$ cat config.mk
export PLATFORM = sky130hd
export DESIGN_NAME = udp_tx_arbiter
export DESIGN_NICKNAME = d
export VERILOG_FILES = /design/src/rtl/udp_arb_pkg.sv /design/src/rtl/udp_tx_arbiter_rr_picker.sv /design/src/rtl/udp_tx_arbiter.sv
export SDC_FILE = /design/constraint.sdc
export NUM_CORES = 1
export LEC_CHECK = 0
export BUFFER_PORTS_ARGS = -buffer_cell sky130_fd_sc_hd__buf_2
export CORE_MARGIN = 2
export CORE_UTILIZATION = 37
export DETAILED_ROUTE_END_ITERATION = 7
export HOLD_SLACK_MARGIN = 0.03
export PLACE_DENSITY = 0.87
export SYNTH_ARGS = -nofsm -noshare
export SYNTH_HDL_FRONTEND = slang
export SYNTH_SLANG_ARGS = --single-unit
export TNS_END_PERCENT = 5
$ cat constraint.sdc
create_clock -name clk -period 1.58 [get_ports clk]
set_input_delay 0.316 -clock clk [delete_from_list [all_inputs] [get_ports clk]]
set_output_delay 0.316 -clock clk [all_outputs]
set_load 0.05 [all_outputs]
$ cat src/rtl/udp_arb_pkg.sv
// Shared types for udp_tx_arbiter: FSM state and the registered output beat.
// beat_t field widths follow the localparams below; the top's width parameters default to them.
package udp_arb_pkg;

    localparam int unsigned BEAT_DATA_W    = 32;
    localparam int unsigned BEAT_EMPTY_W   = 2;
    localparam int unsigned BEAT_CHANNEL_W = 3;

    typedef enum logic {
        StIdle,
        StSend
    } state_e;

    typedef struct packed {
        logic [BEAT_CHANNEL_W-1:0] channel;
        logic [BEAT_DATA_W-1:0]    data;
        logic                      valid;
        logic                      sop;
        logic                      eop;
        logic [BEAT_EMPTY_W-1:0]   empty;
    } beat_t;

endpackage

$ cat src/rtl/udp_tx_arbiter_rr_picker.sv
// Combinational round-robin picker: first requester strictly after 'last', wrapping.
module rr_picker #(
    parameter int unsigned NUM_CH = 4,
    parameter int unsigned IDX_W  = $clog2(NUM_CH)
) (
    input  logic [NUM_CH-1:0] req,
    input  logic [IDX_W-1:0]  last,
    output logic [IDX_W-1:0]  pick,
    output logic              any
);

    int unsigned idx;

    // Scan from the farthest offset down so the nearest requester after 'last' wins.
    always_comb begin
        pick = '0;
        any  = 1'b0;
        idx  = 0;
        for (int k = int'(NUM_CH); k >= 1; k--) begin
            idx = (32'(last) + 32'(k)) % NUM_CH;
            if (req[idx[IDX_W-1:0]]) begin
                pick = idx[IDX_W-1:0];
                any  = 1'b1;
            end
        end
    end

endmodule

$ cat src/rtl/udp_tx_arbiter.sv
// Packet-atomic round-robin arbiter onto one registered Avalon-ST output stage.
// Optional per-source packet and orphan-drop counters under UDP_ARB_STATS_EN.
module udp_tx_arbiter
    import udp_arb_pkg::*;
#(
    parameter int unsigned NUM_CH        = 4,
    parameter int unsigned DATA_WIDTH    = BEAT_DATA_W,
    parameter int unsigned EMPTY_WIDTH   = BEAT_EMPTY_W,
    parameter int unsigned CHANNEL_WIDTH = BEAT_CHANNEL_W
) (
    input  logic                          clk,
    input  logic                          reset,
    input  logic [NUM_CH*DATA_WIDTH-1:0]  avsi_data,
    input  logic [NUM_CH*EMPTY_WIDTH-1:0] avsi_empty,
    input  logic [NUM_CH-1:0]             avsi_valid,
    input  logic [NUM_CH-1:0]             avsi_sop,
    input  logic [NUM_CH-1:0]             avsi_eop,
    output logic [NUM_CH-1:0]             avsi_ready,
    output logic [DATA_WIDTH-1:0]         avso_data,
    output logic [EMPTY_WIDTH-1:0]        avso_empty,
    output logic [CHANNEL_WIDTH-1:0]      avso_channel,
    output logic                          avso_valid,
    output logic                          avso_sop,
    output logic                          avso_eop,
    input  logic                          avso_ready,
    output logic                          busy
`ifdef UDP_ARB_STATS_EN
    ,
    output logic [NUM_CH*16-1:0]          pkt_count,
    output logic [15:0]                   drop_count
`endif
);

    localparam int unsigned IDX_W = $clog2(NUM_CH);

    state_e           state_q;
    logic [IDX_W-1:0] grant_q;
    logic [IDX_W-1:0] last_q;
    beat_t            out_q;
    logic             busy_q;

    logic [NUM_CH-1:0] req;
    logic [IDX_W-1:0]  pick;
    logic              any;
    logic              ready_g;

    assign req     = avsi_valid & avsi_sop;
    assign ready_g = ~out_q.valid | avso_ready;

    rr_picker #(
        .NUM_CH(NUM_CH),
        .IDX_W (IDX_W)
    ) u_picker (
        .req (req),
        .last(last_q),
        .pick(pick),
        .any (any)
    );

    // Idle drains orphan mid-packet beats and holds sop beats for arbitration.
    always_comb begin
        avsi_ready = '0;
        if (state_q == StIdle) begin
            avsi_ready = avsi_valid & ~avsi_sop;
        end else begin
            avsi_ready[grant_q] = ready_g;
        end
    end

    always_ff @(posedge clk) begin
        if (reset) begin
            state_q <= StIdle;
            grant_q <= '0;
            last_q  <= IDX_W'(NUM_CH - 1);
            out_q   <= '0;
            busy_q  <= 1'b0;
        end else begin
            case (state_q)
                StIdle: begin
                    // The final eop beat of the last packet may still be waiting downstream.
                    if (avso_ready) begin
                        out_q.valid <= 1'b0;
                    end
                    if (any) begin
                        grant_q <= pick;
                        last_q  <= pick;
                        state_q <= StSend;
                        busy_q  <= 1'b1;
                    end
                end
                StSend: begin
                    if (ready_g) begin
                        out_q.channel <= BEAT_CHANNEL_W'(grant_q);
                        out_q.data    <= BEAT_DATA_W'(avsi_data[32'(grant_q)*DATA_WIDTH +: DATA_WIDTH]);
                        out_q.empty   <= BEAT_EMPTY_W'(
                            avsi_empty[32'(grant_q)*EMPTY_WIDTH +: EMPTY_WIDTH]);
                        out_q.valid   <= avsi_valid[grant_q];
                        out_q.sop     <= avsi_sop[grant_q];
                        out_q.eop     <= avsi_eop[grant_q];
                        if (avsi_valid[grant_q] && avsi_eop[grant_q]) begin
                            state_q <= StIdle;
                            busy_q  <= 1'b0;
                        end
                    end
                end
                default: state_q <= StIdle;
            endcase
        end
    end

    assign avso_data    = DATA_WIDTH'(out_q.data);
    assign avso_empty   = EMPTY_WIDTH'(out_q.empty);
    assign avso_channel = CHANNEL_WIDTH'(out_q.channel);
    assign avso_valid   = out_q.valid;
    assign avso_sop     = out_q.sop;
    assign avso_eop     = out_q.eop;
    assign busy         = busy_q;

`ifdef UDP_ARB_STATS_EN
    always_ff @(posedge clk) begin
        if (reset) begin
            pkt_count  <= '0;
            drop_count <= '0;
        end else begin
            if (state_q == StIdle) begin
                drop_count <= drop_count + 16'($countones(avsi_ready));
            end
            for (int i = 0; i < int'(NUM_CH); i++) begin
                if (state_q == StSend && grant_q == IDX_W'(i) && ready_g &&
                    avsi_valid[i] && avsi_eop[i]) begin
                    pkt_count[i*16 +: 16] <= pkt_count[i*16 +: 16] + 16'd1;
                end
            end
        end
    end
`endif

endmodule
==> impl_metrics.tcl <==
set metrics [dict create \
    fin_area_sq_um 4141 \
    power_switching_mw 1.328 \
    grtUsageTotal_pct 21.54 \
    hp-class "in -> reg" \
    placed_cells 571 \
    wl_per_cell_um 15.59 \
    status "finished with violations" \
    swShare_pct 37.55 \
    cts-htree-levels 2 \
    synth-seq-cells 45 \
    viasPerCell 5.090 \
    synth_top_family_by_area "multiplexers" \
    nFillCells 657 \
    fin_hold_ws_ns 0.3046 \
    fin_cells 581 \
    drt_iter0_drc 72 \
    gr-total-overflow 0 \
    path_max_fanout 6 \
    yosys-top-cells-area "dfxtp_1 33%, mux4_2 30%, nand2_1 12%" \
    start_util_pct 37.76 \
    nets 632 \
    synth.area.mux_share_pct 32.22 \
    drv_cap 0 \
    power_leakage_nw 1.903 \
    netlist_area_sq_um 2695 \
    grt_pass1_wl_um 13290 \
    r2r_end "busy" \
    yosys_warnings 0 \
    place_congestion 0.7864 \
    clock-skew-final_ns 0.006254 \
    hold_start "reset" \
    grt_pass1_vias 2961 \
    fin_crit_ns 1.640 \
    insertion_delay_ns 0.29 \
    rrSetupSlack_ns 0.01 \
    async_flop_share_pct 0 \
    fin_util_pct 58.03 \
    ioPinCount 196 \
    grt_start_max_net_pins 39 \
    cts_buffer_depth 2 \
    violations "setup timing" \
    ff2ff_path_depth 5 \
    reg2reg_from "grant_q[0]" \
    critPathMaxStageDelay_ns 0.39 \
    dr.pass1.iters 4 \
    avgSynthCellArea_sq_um 9.800 \
    dpl_cell_area_sq_um 3974 \
    hold_end "grant_q[1]" \
    synth_simple_gate_area_share_pct 15.18 \
    dieHeight_um 89.35 \
    cts_tree "done" \
    p_per_area_nw_per_um2 854.1 \
    path_clk_slew_ns 0.09 \
    antenna_found_initial 1 \
    port_buffers 194 \
    syn_nets 426 \
    yosys_most_used_dff "dfxtp_1" \
    hpwl_um 7223 \
    path_cells "inv_1 -> o32ai_4 -> buf_6" \
    pre_cts_ws_ns -0.1812 \
    slew_viol_final 0 \
    setup_slack_ns -0.05990 \
    holdPathStages 2 \
    setup_tns_ns -0.1598 \
    synth_adder_area_share_pct 0 \
    synthXorXnorAreaFrac_pct 0 \
    ys_types 36 \
    arrival_ns 1.32 \
    crit_type "reg -> out" \
    ctsHoldBuffers 0 \
    drive_above_1_share_pct 59.96 \
    die_w_um 89.35 \
    start_kind "flop" \
    critPathRequiredTime_ns 1.26 \
    ant_nets 0 \
    cts.sinks 45 \
    via_count 2957 \
    synth_compound_area_share_pct 13.28 \
    p_seq_share_pct 37.3 \
    core.rowCount 31 \
    cts_root_buf "clkbuf_8" \
    intPower_mw 2.209 \
    rsz0062_at_grt "yes" \
    diodes 0 \
    cts_buffers 5 \
    setup_viol 4 \
    combPwrFrac_pct 43.0 \
    total_power_mw 3.537 \
    seq_area_frac_synth_pct 33.43 \
    yosys.area.top_type "dfxtp_1" \
    ir_drop_v 0.0004220 \
    syn_inst 275 \
    critPathCaptureType "output pin" \
    clkPwrFrac_pct 19.6 \
    synth_edf_count 0 \
    syn2layout_area_growth_pct 53.67 \
    fmaxAchievable_ghz 0.6098 \
    timing.final.hold_violations 0 \
    post-route-period-util_pct 103.8 \
    cp_slowest_cell "dfxtp_4" \
    design.core.area_sq_um 7137 \
    dieArea_sq_um 7983 \
    yosys.area.top_type_share_pct 33.43 \
    drt-total-wl_um 9055 \
    drcViolationCount 0 \
]
cell usage after synthesis, types with 3 or more instances:
| master | count |
|---|---|
| o32ai_1 | 4 |
| nor2_1 | 3 |
| nand3_1 | 3 |
| clkbuf_1 | 11 |
| buf_1 | 5 |
| buf_4 | 3 |
| inv_1 | 3 |
| a21oi_1 | 42 |
| nand2_1 | 84 |
| buf_2 | 5 |
| mux4_2 | 36 |
| dfxtp_1 | 45 |
| nand2b_1 | 3 |
per-layer routing:
layer,global-route usage (%),share of wire [%],vias to the layer above
met4,5.834,1.3,2
met2,41.82,54,137
met1,22.84,36,1398
li1,-,-,1408
met5,0,0.12,-
met3,5.448,8.7,12
power groups by stage:
stage	Sequential [mW]	Combinational (mW)	Clock, mW
finish	1.32	1.52	0.694
CTS	1.33	1.51	0.722
floorplan	1.65	0.708	0
global placement	1.34	1.44	0
detailed placement	1.35	1.48	0
global route	1.34	1.63	0.765
worst max-delay path, delay by kind of cell, from the launching register on:
family / cells / cell delay, ns
AO/OA/AOI/OAI: 1 / 0.32
buffers and inverters: 2 / 0.32
flip-flops: 1 / 0.39
timing repair:
item                       4_1_cts  5_1_grt
resized for setup               19        1
pin swaps                        0        2
setup buffers                    0        2
setup endpoints to repair       22       11
cells by family (layout without fill, tap and decap cells):
family | Yosys count | count (layout)
AO/OA/AOI/OAI | 59 | 59
buffers and inverters | 30 | 237
flip-flops | 45 | 45
multiplexers | 40 | 40
other | 1 | 1
AND/OR/NAND/NOR | 100 | 100
state kept, by name, summed over array words and instances, names as in the netlist:
name and flops:
avso_data 32, busy 1, state_q 1, avso_eop 1
grant_q 2, avso_channel 2, avso_empty 2, avso_sop 1
last_q 2, avso_valid 1
worst max-delay path by stage:
stage	start	to	slack [ns]
6_report	grant_q[0]	avsi_ready[1]	-0.06
5_1_grt	avso_valid	avsi_ready[0]	-0.10
4_1_cts	avso_valid	avsi_ready[1]	-0.08
3_5_place_dp	avsi_valid[2]	last_q[0]	-0.18
3_3_place_gp	avsi_valid[2]	last_q[0]	-0.14
2_1_floorplan	avsi_sop[1]	grant_q[0]	-0.02
cell type report:
class	instances	area, sq um	area share [%]
Inverter	3	11.26	0.2719
Multi-Input combinational cell	200	1753	42.33
Tap cell	99	123.9	2.991
Clock inverter	2	10.01	0.2417
Timing Repair Buffer	226	1252	30.24
Sequential cell	45	918.4	22.18
Clock buffer	6	72.57	1.752
placed cells by master, fill, tap and decap left out, types with 3 or more instances in the layout:
master / instances
buf_2: 190
nand2_1: 82
a21oi_1: 41
dfxtp_1: 39
mux4_2: 36
buf_4: 30
clkbuf_8: 5
buf_6: 5
o32ai_4: 4
dfxtp_4: 4
inv_1: 3
nor2_1: 3
nand3_1: 3
(Power assumes the default switching activity.)
